**src/rtl/banco_registros_param.sv**
```systemverilog
// Parametrised register bank: two combinational read ports, one write port with
// load/increment/decrement modes, multi-cycle sweep clear and registered zero flag.
// Optional write-to-read forwarding is enabled by defining BANCO_FWD_EN.
module banco_registros_param #(
  parameter int unsigned DATA_W = 8,
  parameter int unsigned ADDR_W = 3
) (
  input  logic              Clk,
  input  logic              Rst,
  input  logic              Clr,
  input  logic [ADDR_W-1:0] SelX,
  input  logic [ADDR_W-1:0] SelY,
  input  logic [ADDR_W-1:0] SelW,
  input  logic              RW,
  input  logic [1:0]        WMode,
  input  logic [DATA_W-1:0] DW,
  output logic [DATA_W-1:0] Rx,
  output logic [DATA_W-1:0] Ry,
  output logic              Busy,
  output logic              Zw
);

  localparam int unsigned NREG = 2 ** ADDR_W;

  typedef enum logic [0:0] {StIdle, StClear} state_e;

  state_e            state_q, state_d;
  logic [ADDR_W-1:0] cnt_q, cnt_d;
  logic [DATA_W-1:0] regs_q [NREG];
  logic [DATA_W-1:0] regs_d [NREG];
  logic              zw_q, zw_d;

  logic              wr_commit;
  logic [DATA_W-1:0] wr_res;

  // Clr takes priority over a simultaneous write, so the write never commits.
  always_comb begin
    wr_res = DW;
    case (WMode)
      2'b01:   wr_res = regs_q[SelW] + DATA_W'(1);
      2'b10:   wr_res = regs_q[SelW] - DATA_W'(1);
      default: wr_res = DW;
    endcase
    wr_commit = (state_q == StIdle) && RW && (WMode != 2'b11) && !Clr;
  end

  always_comb begin
    state_d = state_q;
    cnt_d   = cnt_q;
    regs_d  = regs_q;
    zw_d    = zw_q;
    case (state_q)
      StIdle: begin
        if (Clr) begin
          regs_d[0] = '0;
          cnt_d     = ADDR_W'(1);
          state_d   = StClear;
        end else if (wr_commit) begin
          regs_d[SelW] = wr_res;
          zw_d         = (wr_res == '0);
        end
      end
      StClear: begin
        regs_d[cnt_q] = '0;
        cnt_d         = cnt_q + ADDR_W'(1);
        if (cnt_q == ADDR_W'(NREG - 1)) begin
          state_d = StIdle;
        end
      end
      default: state_d = StIdle;
    endcase
  end

  always_ff @(posedge Clk) begin
    if (Rst) begin
      state_q <= StIdle;
      cnt_q   <= '0;
      zw_q    <= 1'b0;
      regs_q  <= '{default: '0};
    end else begin
      state_q <= state_d;
      cnt_q   <= cnt_d;
      zw_q    <= zw_d;
      regs_q  <= regs_d;
    end
  end

  always_comb begin
    Rx = regs_q[SelX];
    Ry = regs_q[SelY];
`ifdef BANCO_FWD_EN
    if (wr_commit && (SelX == SelW)) Rx = wr_res;
    if (wr_commit && (SelY == SelW)) Ry = wr_res;
`endif
  end

  assign Busy = (state_q == StClear);
  assign Zw   = zw_q;

endmodule

```
**config.mk**
```make
export PLATFORM = sky130hd
export DESIGN_NAME = banco_registros_param
export DESIGN_NICKNAME = d
export VERILOG_FILES = /design/src/rtl/banco_registros_param.sv
export SDC_FILE = /design/constraint.sdc
export NUM_CORES = 1
export LEC_CHECK = 0
export CORE_AREA = 2 2 126 128
export DETAILED_ROUTE_END_ITERATION = 7
export DIE_AREA = 0 0 128 130
export DONT_BUFFER_PORTS = 1
export SLEW_MARGIN = 20
export SYNTH_ARGS = -nofsm -noshare
export SYNTH_HDL_FRONTEND = slang
export SYNTH_SLANG_ARGS = --single-unit
export TNS_END_PERCENT = 30
```
**constraint.sdc**
```tcl
create_clock -name Clk -period 5.9 [get_ports Clk]
set_input_delay 1.77 -clock Clk [delete_from_list [all_inputs] [get_ports Clk]]
set_output_delay 1.77 -clock Clk [all_outputs]
set_load 0.02 [all_outputs]
```
==> results.sh, run 1 <==
export IMPL_status="complete, no violations"
export IMPL_cp_required_ns=4.13
export IMPL_worstSkewPairLatency_ns=0.35
export IMPL_final_cells=656
export IMPL_synth_seq_area_share_pct=30.6
export IMPL_cap_violations=0
export IMPL_finalCritPeriodShare_pct=74.6
export IMPL_fillers=1547
export IMPL_slowest_stage="mux4_2"
export IMPL_ys_async_sr_fraction_pct=0
export IMPL_fin_ws_ns=1.50
export IMPL_place_congestion=0.856
export IMPL_dieArea_mm2=0.0166
export IMPL_clockBufferDepth=2
export IMPL_root_buffer="clkbuf_16"
export IMPL_ys_warn_count=0
export IMPL_drc=0
export IMPL_dr_pass1_iters=5
export IMPL_ys_ff_latch=69
export IMPL_viasPerCell=6.13
export IMPL_drtAntennaViolNets=0
export IMPL_peakVddDrop_v=0.000168
export IMPL_powerDensity_mw_per_mm2=258
export IMPL_post_route_util_pct=33.1
export IMPL_syn_area_mm2=0.00451
export IMPL_p_leak_uw=0.00175
export IMPL_grt_max_degree=79
export IMPL_path_max_fanout=16
export IMPL_cts_resized=0
export IMPL_placed_cells=640
export IMPL_num_rows=46
export IMPL_antenna_found_initial=0
export IMPL_die_height_um=130
export IMPL_setup_viol=0
export IMPL_cp_arrival_ns=2.63
export IMPL_path_class="input port to output pin"
export IMPL_fmax_mhz=227
export IMPL_ys_types=55
export IMPL_crit_chain="mux4_2 > mux2_2"
export IMPL_htreeDepth=3
export IMPL_final_layout_size_suffix_gt1_share_pct=20.5
export IMPL_finalMaxSlewViolations=0
export IMPL_cts_buffers=9
export IMPL_ios=41
export IMPL_hold_viol=0
export IMPL_portBuffers=0
export IMPL_vias=4019
export IMPL_end_kind="output pin"
export IMPL_cts_tree="built"
export IMPL_cpLargestDelayFamily="multiplexers"
export IMPL_grt_pass1_vias=3959
export IMPL_skew_ns=0.0102
export IMPL_place_hpwl_um=10100
export IMPL_grtUsageTotal_pct=18.3
export IMPL_hp_class="flip-flop to flip-flop"
export IMPL_cts_hold_buf=0
export IMPL_stdcell_area_mm2=0.00510
export IMPL_worstMarginPinSlew_ns=1.13
export IMPL_dieWidth_um=128
export IMPL_wl_per_cell_um=22.8
export IMPL_max_slew_margin_pct=23.8
export IMPL_first_iter_violations=387
export IMPL_nets=493
export IMPL_gr_total_overflow=0
export IMPL_syn_inst=470
export IMPL_timing_setup_tns_ns=0
export IMPL_max_stage_delay_ns=0.49
export IMPL_cts_clk_slew_worst_paths_ns=0.05
export IMPL_diodes=0
export IMPL_layout_min_cycle_time_ns=4.40
export IMPL_area_delta_synth_final_pct=13.1
export IMPL_floorplan_initialDensity_pct=29.3
export IMPL_syn_area_per_cell_um2=9.60
export IMPL_clock_sinks=69
export IMPL_synthFlopType="dfxtp_1"
export IMPL_syn_nets=504
export IMPL_placed_area_mm2=0.00471
export IMPL_core_mm2=0.0154
export IMPL_dpl_worst_slack_ns=1.38
export IMPL_rsz0062_at_grt="false"
export IMPL_cts_setup_buffers=0
export IMPL_cp_start_kind="input port"
export IMPL_totalWireLength_um=14900
export IMPL_synth_edff_count=0
export IMPL_path_buf_inv=0
export IMPL_grt_pass1_wl_um=22800
==> flip-flops by register name, summed over array words and instances (netlist names) <==
signal / count
Busy: 1
regs_q: 64
cnt_q: 3
Zw: 1
==> routing by layer <==
layer / part of all wire (%) / wire length, um / vias to the layer above / GRT usage, %
li1: - / - / 1803 / -
met2: 47 / 7080 / 164 / 29.8
met4: 4.0 / 593 / 0 / 9.37
met3: 6.9 / 1040 / 45 / 4.35
met5: 0 / 0 / - / 0
met1: 42 / 6230 / 2007 / 22.9
==> layout make-up <==
| type | instances | area (um^2) | area share (%) |
|---|---|---|---|
| clock buffer | 10 | 239 | 4.68 |
| clock inverter | 6 | 158 | 3.09 |
| inverter | 7 | 26.3 | 0.515 |
| multi-input combinational | 364 | 3000 | 58.8 |
| sequential | 69 | 1380 | 27.1 |
| tap | 192 | 240 | 4.71 |
| timing repair buffer | 8 | 60.1 | 1.18 |
==> synth_stat cells, types with 2 or more instances <==
master | count | area share (%)
dfxtp_1 | 69 | 31
nor2_1 | 64 | 5.3
a22oi_1 | 45 | 7.5
mux4_2 | 37 | 18
nand2_1 | 28 | 2.3
a21oi_1 | 25 | 2.8
mux2_2 | 24 | 6.0
nand3_1 | 22 | 2.4
clkbuf_1 | 20 | 1.7
mux2i_1 | 12 | 2.7
ha_1 | 10 | 2.8
nor2b_1 | 10 | 1.4
buf_1 | 9 | 0.75
inv_1 | 7 | 0.58
nand2b_1 | 7 | 0.97
nand3b_1 | 7 | 1.2
o21ai_0 | 6 | 0.67
a31oi_1 | 5 | 0.69
nor3_1 | 5 | 0.55
nor3b_1 | 5 | 0.83
a211oi_1 | 4 | 0.67
o31ai_1 | 4 | 0.67
or3_1 | 4 | 0.55
nor4_1 | 3 | 0.42
a211o_1 | 2 | 0.39
a31o_2 | 2 | 0.39
and3_1 | 2 | 0.28
nand4b_1 | 2 | 0.39
nor3_2 | 2 | 0.44
o2111ai_1 | 2 | 0.39
o21a_1 | 2 | 0.33
==> where the power goes <==
group	switching [uW]	internal (uW)	total, uW
Sequential	8.83	471	480
Clock	216	510	726
Combinational	64.2	48.4	113
==> worst paths after layout <==
kind | startpoint | to | slack (ns) | cells past startpoint
setup / recovery | SelX[0] | Rx[1] | 1.50 | 2
setup reg to reg | regs_q[32]$_SDFFE_PP0P_ | Zw$_SDFFE_PP0P_ | 2.80 | 8
hold reg to reg | regs_q[10]$_SDFFE_PP0P_ | regs_q[10]$_SDFFE_PP0P_ | 0.49 | 2
hold / removal | regs_q[10]$_SDFFE_PP0P_ | regs_q[10]$_SDFFE_PP0P_ | 0.49 | 2
==> metrics by stage <==
step / hold WS (ns) / total power (uW)
5_1_grt: 0.521 / 1350
3_5_place_dp: 0.482 / 600
2_1_floorplan: 0.463 / 594
6_report: 0.491 / 1320
4_1_cts: 0.490 / 1320
3_3_place_gp: 0.474 / 598
==> cells by family (layout without fill, tap and decap cells) <==
group,count (synthesis),count (layout),share of synthesized area (%)
mux,73,73,27.1
compound gates,112,112,17.6
flops,69,69,30.6
buf+inv,37,31,3.24
fa+ha+maj,11,11,3.22
xor+xnor,1,1,0.194
simple gates,167,167,18.1
==> layout by cell type (no fill, tap or decap), types with 3 or more instances in the layout <==
cell type   n
buf_4       8
mux2_2     24
a22oi_1    45
inv_1       7
o21ai_0     6
a211oi_1    4
bufinv_16   5
a31oi_1     4
nand3b_1    7
or3_1       4
nor2b_1    10
nor4_1      3
nand3_1    22
o31ai_1     4
mux2i_1    12
ha_1       10
clkbuf_16   9
mux4_2     37
nor2_1     64
a21oi_1    25
nand2b_1    7
nand2_1    28
dfxtp_1    69
nor3b_1     5
nor3_1      5
Note: power is estimated with default switching activity, not from simulation.
==> run 2: changes to the inputs <==
==> constraint.sdc (replaced) <==
create_clock -name Clk -period 4.5 [get_ports Clk]
set_input_delay 1.35 -clock Clk [delete_from_list [all_inputs] [get_ports Clk]]
set_output_delay 1.35 -clock Clk [all_outputs]
set_load 0.02 [all_outputs]
==> results.sh, run 2 (same netlist as run 1, synthesis figures left out) <==
export IMPL_core_mm2=0.0154
export IMPL_dr_pass1_iters=5
export IMPL_grt_pass1_wl_um=23100
export IMPL_placed_cells=647
export IMPL_grt_max_degree=79
export IMPL_max_stage_delay_ns=0.38
export IMPL_cts_setup_buffers=0
export IMPL_first_iter_violations=353
export IMPL_reg2reg_depth=8
export IMPL_diodes=0
export IMPL_intPower_uw=1200
export IMPL_area_delta_synth_final_pct=12.6
export IMPL_rsz0062_at_grt="false"
export IMPL_combPwrFrac_pct=9.8
export IMPL_timing_setup_tns_ns=0
export IMPL_multi_input_area_mm2=0.00300
export IMPL_swShare_pct=23.7
export IMPL_grtUsageTotal_pct=18.3
export IMPL_slowest_stage="a221o_1"
export IMPL_placed_area_mm2=0.00476
export IMPL_r2r_end="Zw$_SDFFE_PP0P_"
export IMPL_gr_total_overflow=0
export IMPL_htreeDepth=3
export IMPL_root_buffer="clkbuf_16"
export IMPL_nets=500
export IMPL_die_height_um=130
export IMPL_clock_sinks=69
export IMPL_p_leak_uw=0.00175
export IMPL_drc=0
export IMPL_portBuffers=0
export IMPL_startpoint="SelW[2]"
export IMPL_cap_violations=0
export IMPL_powerDensity_mw_per_mm2=309
export IMPL_reg_top3="regs_q (64), cnt_q (3)"
export IMPL_stdcell_area_mm2=0.00508
export IMPL_cp_endpoint="Zw$_SDFFE_PP0P_"
export IMPL_grt_pass1_vias=4029
export IMPL_finalCritPeriodShare_pct=83.5
export IMPL_drtAntennaViolNets=0
export IMPL_antenna_found_initial=0
export IMPL_clockPowerShare_pct=50.2
export IMPL_cp_start_kind="input port"
export IMPL_largest_register="regs_q"
export IMPL_totalWireLength_um=15200
export IMPL_p_seq_share_pct=40.0
export IMPL_cts_hold_buf=0
export IMPL_fmax_mhz=266
export IMPL_setup_viol=0
export IMPL_peakVddDrop_v=0.000180
export IMPL_cts_buffers=9
export IMPL_path_max_fanout=30
export IMPL_crit_chain="mux2_2 > a22o_1 > a211oi_1 > inv_1 > ha_1 > a21oi_1 > o211ai_1 > a221o_1 > nand3_1 > nor2_1 > a31o_2"
export IMPL_ff2ff_setup_slack_ns=1.40
export IMPL_largest_register_ffs=64
export IMPL_skew_ns=0.00892
export IMPL_final_cell_mix="dfxtp_1, nor2_1, a22oi_1"
export IMPL_num_rows=46
export IMPL_cp_arrival_ns=4.00
export IMPL_viasPerCell=6.14
export IMPL_path_class="input port to flip-flop"
export IMPL_dieArea_mm2=0.0166
export IMPL_worstSkewPairLatency_ns=0.35
export IMPL_finalMaxSlewViolations=0
export IMPL_clockBufferDepth=2
export IMPL_ios=41
export IMPL_floorplan_initialDensity_pct=29.3
export IMPL_worstMarginPinSlew_ns=0.896
export IMPL_cts_tree="built"
export IMPL_dieWidth_um=128
export IMPL_hp_class="flip-flop to flip-flop"
export IMPL_cts_resized=0
export IMPL_final_layout_size_suffix_gt1_share_pct=21.4
export IMPL_max_slew_margin_pct=38.5
export IMPL_r2r_start="regs_q[8]$_SDFFE_PP0P_"
export IMPL_layout_min_cycle_time_ns=3.76
export IMPL_final_cells=663
export IMPL_vias=4072
export IMPL_end_kind="flip-flop"
export IMPL_fillers=1540
export IMPL_cts_clk_slew_worst_paths_ns=0.06
export IMPL_total_power_uw=1570
export IMPL_cp_required_ns=4.74
export IMPL_seq_area_mm2=0.00138
export IMPL_place_congestion=0.833
export IMPL_wl_per_cell_um=22.9
export IMPL_place_hpwl_um=10200
export IMPL_status="complete, no violations"
export IMPL_layout_commonest_cell="dfxtp_1"
export IMPL_hold_viol=0
export IMPL_switchingPower_uw=372
-- run 2: metrics by stage --
stage / util [%] / hold WS (ns) / worst slack, ns
2_1_floorplan: - / 0.463 / 0.00385
3_3_place_gp: 30.8 / 0.474 / 0.494
3_5_place_dp: 30.8 / 0.482 / 0.421
4_1_cts: 33.0 / 0.492 / 0.781
5_1_grt: 33.0 / 0.519 / 0.561
6_report: 33.0 / 0.501 / 0.741
-- run 2: worst min path at each step --
stage,start,to,depth (start not counted)
floorplan,regs_q[11]$_SDFFE_PP0P_,regs_q[11]$_SDFFE_PP0P_,2
global placement,regs_q[8]$_SDFFE_PP0P_,regs_q[8]$_SDFFE_PP0P_,2
detailed placement,regs_q[8]$_SDFFE_PP0P_,regs_q[8]$_SDFFE_PP0P_,2
CTS,regs_q[10]$_SDFFE_PP0P_,regs_q[10]$_SDFFE_PP0P_,2
global route,regs_q[10]$_SDFFE_PP0P_,regs_q[10]$_SDFFE_PP0P_,2
finish,regs_q[10]$_SDFFE_PP0P_,regs_q[10]$_SDFFE_PP0P_,2
-- run 2: routing by layer --
layer / global-route usage (%) / up-vias / share of wire [%]
met5: 0 / - / 0
met4: 9.63 / 0 / 4.6
met3: 3.32 / 52 / 6.0
met2: 30.5 / 197 / 48
met1: 22.9 / 2008 / 42
li1: - / 1815 / -
-- run 2: power by group through the flow --
stage	clock (uW)	sequential (uW)	combinational, uW
after floorplan	0	637	144
after global placement	0	641	149
after detailed placement	0	642	150
after CTS	790	629	151
after global routing	818	630	164
final	789	629	153
-- run 2: area by class of cell --
class | count | share of cell area (%)
Sequential cell | 69 | 27.2
Clock inverter | 4 | 1.38
Timing Repair Buffer | 15 | 2.21
Multi-Input combinational cell | 364 | 59.0
Inverter | 7 | 0.517
Clock buffer | 12 | 5.04
Tap cell | 192 | 4.72
-- run 2: critical path: cells and delay by family --
kind / cells / cell delay (ns)
buf+inv: 1 / 0.09
fa+ha+maj: 1 / 0.20
compound gates: 6 / 1.63
simple gates: 2 / 0.39
mux: 1 / 0.32
==> run 3: changes to the inputs <==
==> constraint.sdc (replaced) <==
create_clock -name Clk -period 3.84 [get_ports Clk]
set_input_delay 1.152 -clock Clk [delete_from_list [all_inputs] [get_ports Clk]]
set_output_delay 1.152 -clock Clk [all_outputs]
set_load 0.02 [all_outputs]
==> results.sh, run 3 (same netlist as run 1, synthesis figures left out) <==
export IMPL_skew_ns=0.00465
export IMPL_num_rows=46
export IMPL_cts_hold_buf=0
export IMPL_gr_usage_met2_pct=30.5
export IMPL_stdcell_area_mm2=0.00515
export IMPL_cap_violations=0
export IMPL_cp_start_kind="input port"
export IMPL_largest_register="regs_q"
export IMPL_peakVddDrop_v=0.000148
export IMPL_placed_cells=654
export IMPL_dieWidth_um=128
export IMPL_powerDensity_mw_per_mm2=349
export IMPL_swShare_pct=23.9
export IMPL_gr_total_overflow=0
export IMPL_cts_tree="built"
export IMPL_worstSkewPairLatency_ns=0.34
export IMPL_hp_class="flip-flop to flip-flop"
export IMPL_clockBufferDepth=2
export IMPL_cts_resized=0
export IMPL_worstMarginPinSlew_ns=0.675
export IMPL_grtUsageTotal_pct=18.4
export IMPL_drtAntennaViolNets=0
export IMPL_use_met3_pct=5.33
export IMPL_cp_arrival_ns=3.69
export IMPL_setup_viol=0
export IMPL_portBuffers=0
export IMPL_final_cell_mix="dfxtp_1, nor2_1, a22oi_1"
export IMPL_dieArea_mm2=0.0166
export IMPL_drc=0
export IMPL_largest_register_ffs=64
export IMPL_finalMaxSlewViolations=0
export IMPL_clock_sinks=69
export IMPL_layout_commonest_cell="dfxtp_1"
export IMPL_place_congestion=0.871
export IMPL_rsz0062_at_grt="false"
export IMPL_total_power_uw=1790
export IMPL_status="complete, no violations"
export IMPL_path_class="input port to flip-flop"
export IMPL_diodes=0
export IMPL_busiest_layer="met2"
export IMPL_dpl_worst_slack_ns=0.0791
export IMPL_antenna_found_initial=0
export IMPL_htreeDepth=3
export IMPL_combPwrFrac_pct=10.6
export IMPL_grt_pass1_wl_um=23100
export IMPL_hold_viol=0
export IMPL_floorplan_initialDensity_pct=29.3
export IMPL_intPower_uw=1360
export IMPL_first_iter_violations=412
export IMPL_final_cells=670
export IMPL_switchingPower_uw=429
export IMPL_area_delta_synth_final_pct=14.0
export IMPL_reg2reg_depth=11
export IMPL_final_layout_size_suffix_gt1_share_pct=23.2
export IMPL_p_seq_share_pct=41.1
export IMPL_cp_required_ns=4.07
export IMPL_finalCritPeriodShare_pct=90.0
export IMPL_wl_per_cell_um=22.2
export IMPL_root_buffer="clkbuf_16"
export IMPL_ios=41
export IMPL_cts_clk_slew_worst_paths_ns=0.06
export IMPL_end_kind="flip-flop"
export IMPL_clockPowerShare_pct=48.3
export IMPL_fin_ws_ns=0.385
export IMPL_placed_area_mm2=0.00484
export IMPL_layout_min_cycle_time_ns=3.46
export IMPL_nets=507
export IMPL_vias=4087
export IMPL_p_leak_uw=0.00178
export IMPL_grt_max_degree=79
export IMPL_viasPerCell=6.10
export IMPL_totalWireLength_um=14900
export IMPL_place_hpwl_um=10000
export IMPL_grt_pass1_vias=4094
export IMPL_core_mm2=0.0154
export IMPL_die_height_um=130
export IMPL_path_max_fanout=30
export IMPL_max_slew_margin_pct=54.8
export IMPL_cts_setup_buffers=0
export IMPL_cts_buffers=9
export IMPL_post_route_util_pct=33.4
export IMPL_whs_path_depth=2
export IMPL_fmax_mhz=289
export IMPL_use_met1_pct=21.5
export IMPL_reg_top3="regs_q (64), cnt_q (3)"
export IMPL_dr_pass1_iters=5
run 3: changes by cell type in the layout (fill, tap and decap cells not counted):
cell and change:
buf_4 +7, ha_1 -2, ha_4 +2, bufinv_16 -1, clkbuf_1 -1, clkbuf_8 +1, clkinv_2 +1
run 3: per-layer routing:
layer / vias up / wire (um)
li1: 1828 / -
met1: 2012 / 5680
met2: 199 / 7230
met3: 48 / 1420
met4: 0 / 574
met5: - / 0
run 3: metrics by stage:
step	hold slack, ns	setup TNS (ns)
global placement	0.467	0
finish	0.494	0
floorplan	0.463	-0.379
global route	0.526	0
CTS	0.493	0
detailed placement	0.486	0
run 3: worst max-delay path, cell delays in order:
cell and delay (ns):
nor2b_1 0.15, a221oi_1 0.34, a31oi_1 0.08, a211o_1 0.30, ha_4 0.33, nand2_1 0.09, or2_2 0.33, a31o_2 0.26
o211a_1 0.12, o31a_4 0.33, a31o_2 0.21
run 3: worst paths after layout:
path                                 from                     end  slack [ns]
hold / removal     regs_q[8]$_SDFFE_PP0P_  regs_q[8]$_SDFFE_PP0P_        0.49
setup / recovery                  SelW[0]         Zw$_SDFFE_PP0P_        0.38
setup reg to reg  regs_q[11]$_SDFFE_PP0P_         Zw$_SDFFE_PP0P_        0.91
hold reg to reg    regs_q[8]$_SDFFE_PP0P_  regs_q[8]$_SDFFE_PP0P_        0.49
run 3: layout make-up:
class                           count  area, um^2
Fill cell                        1544       10300
Multi-Input combinational cell    364        3020
Sequential cell                    69        1380
Clock buffer                       12         267
Tap cell                          192         240
Timing Repair Buffer               22         165
Clock inverter                      4        45.0
Inverter                            7        26.3
run 3: power groups by stage:
stage | Combinational [uW] | Sequential, uW | Clock (uW)
3_3_place_gp | 186 | 751 | 0
3_5_place_dp | 187 | 752 | 0
5_1_grt | 205 | 738 | 911
4_1_cts | 188 | 737 | 871
2_1_floorplan | 175 | 747 | 0
6_report | 191 | 737 | 867
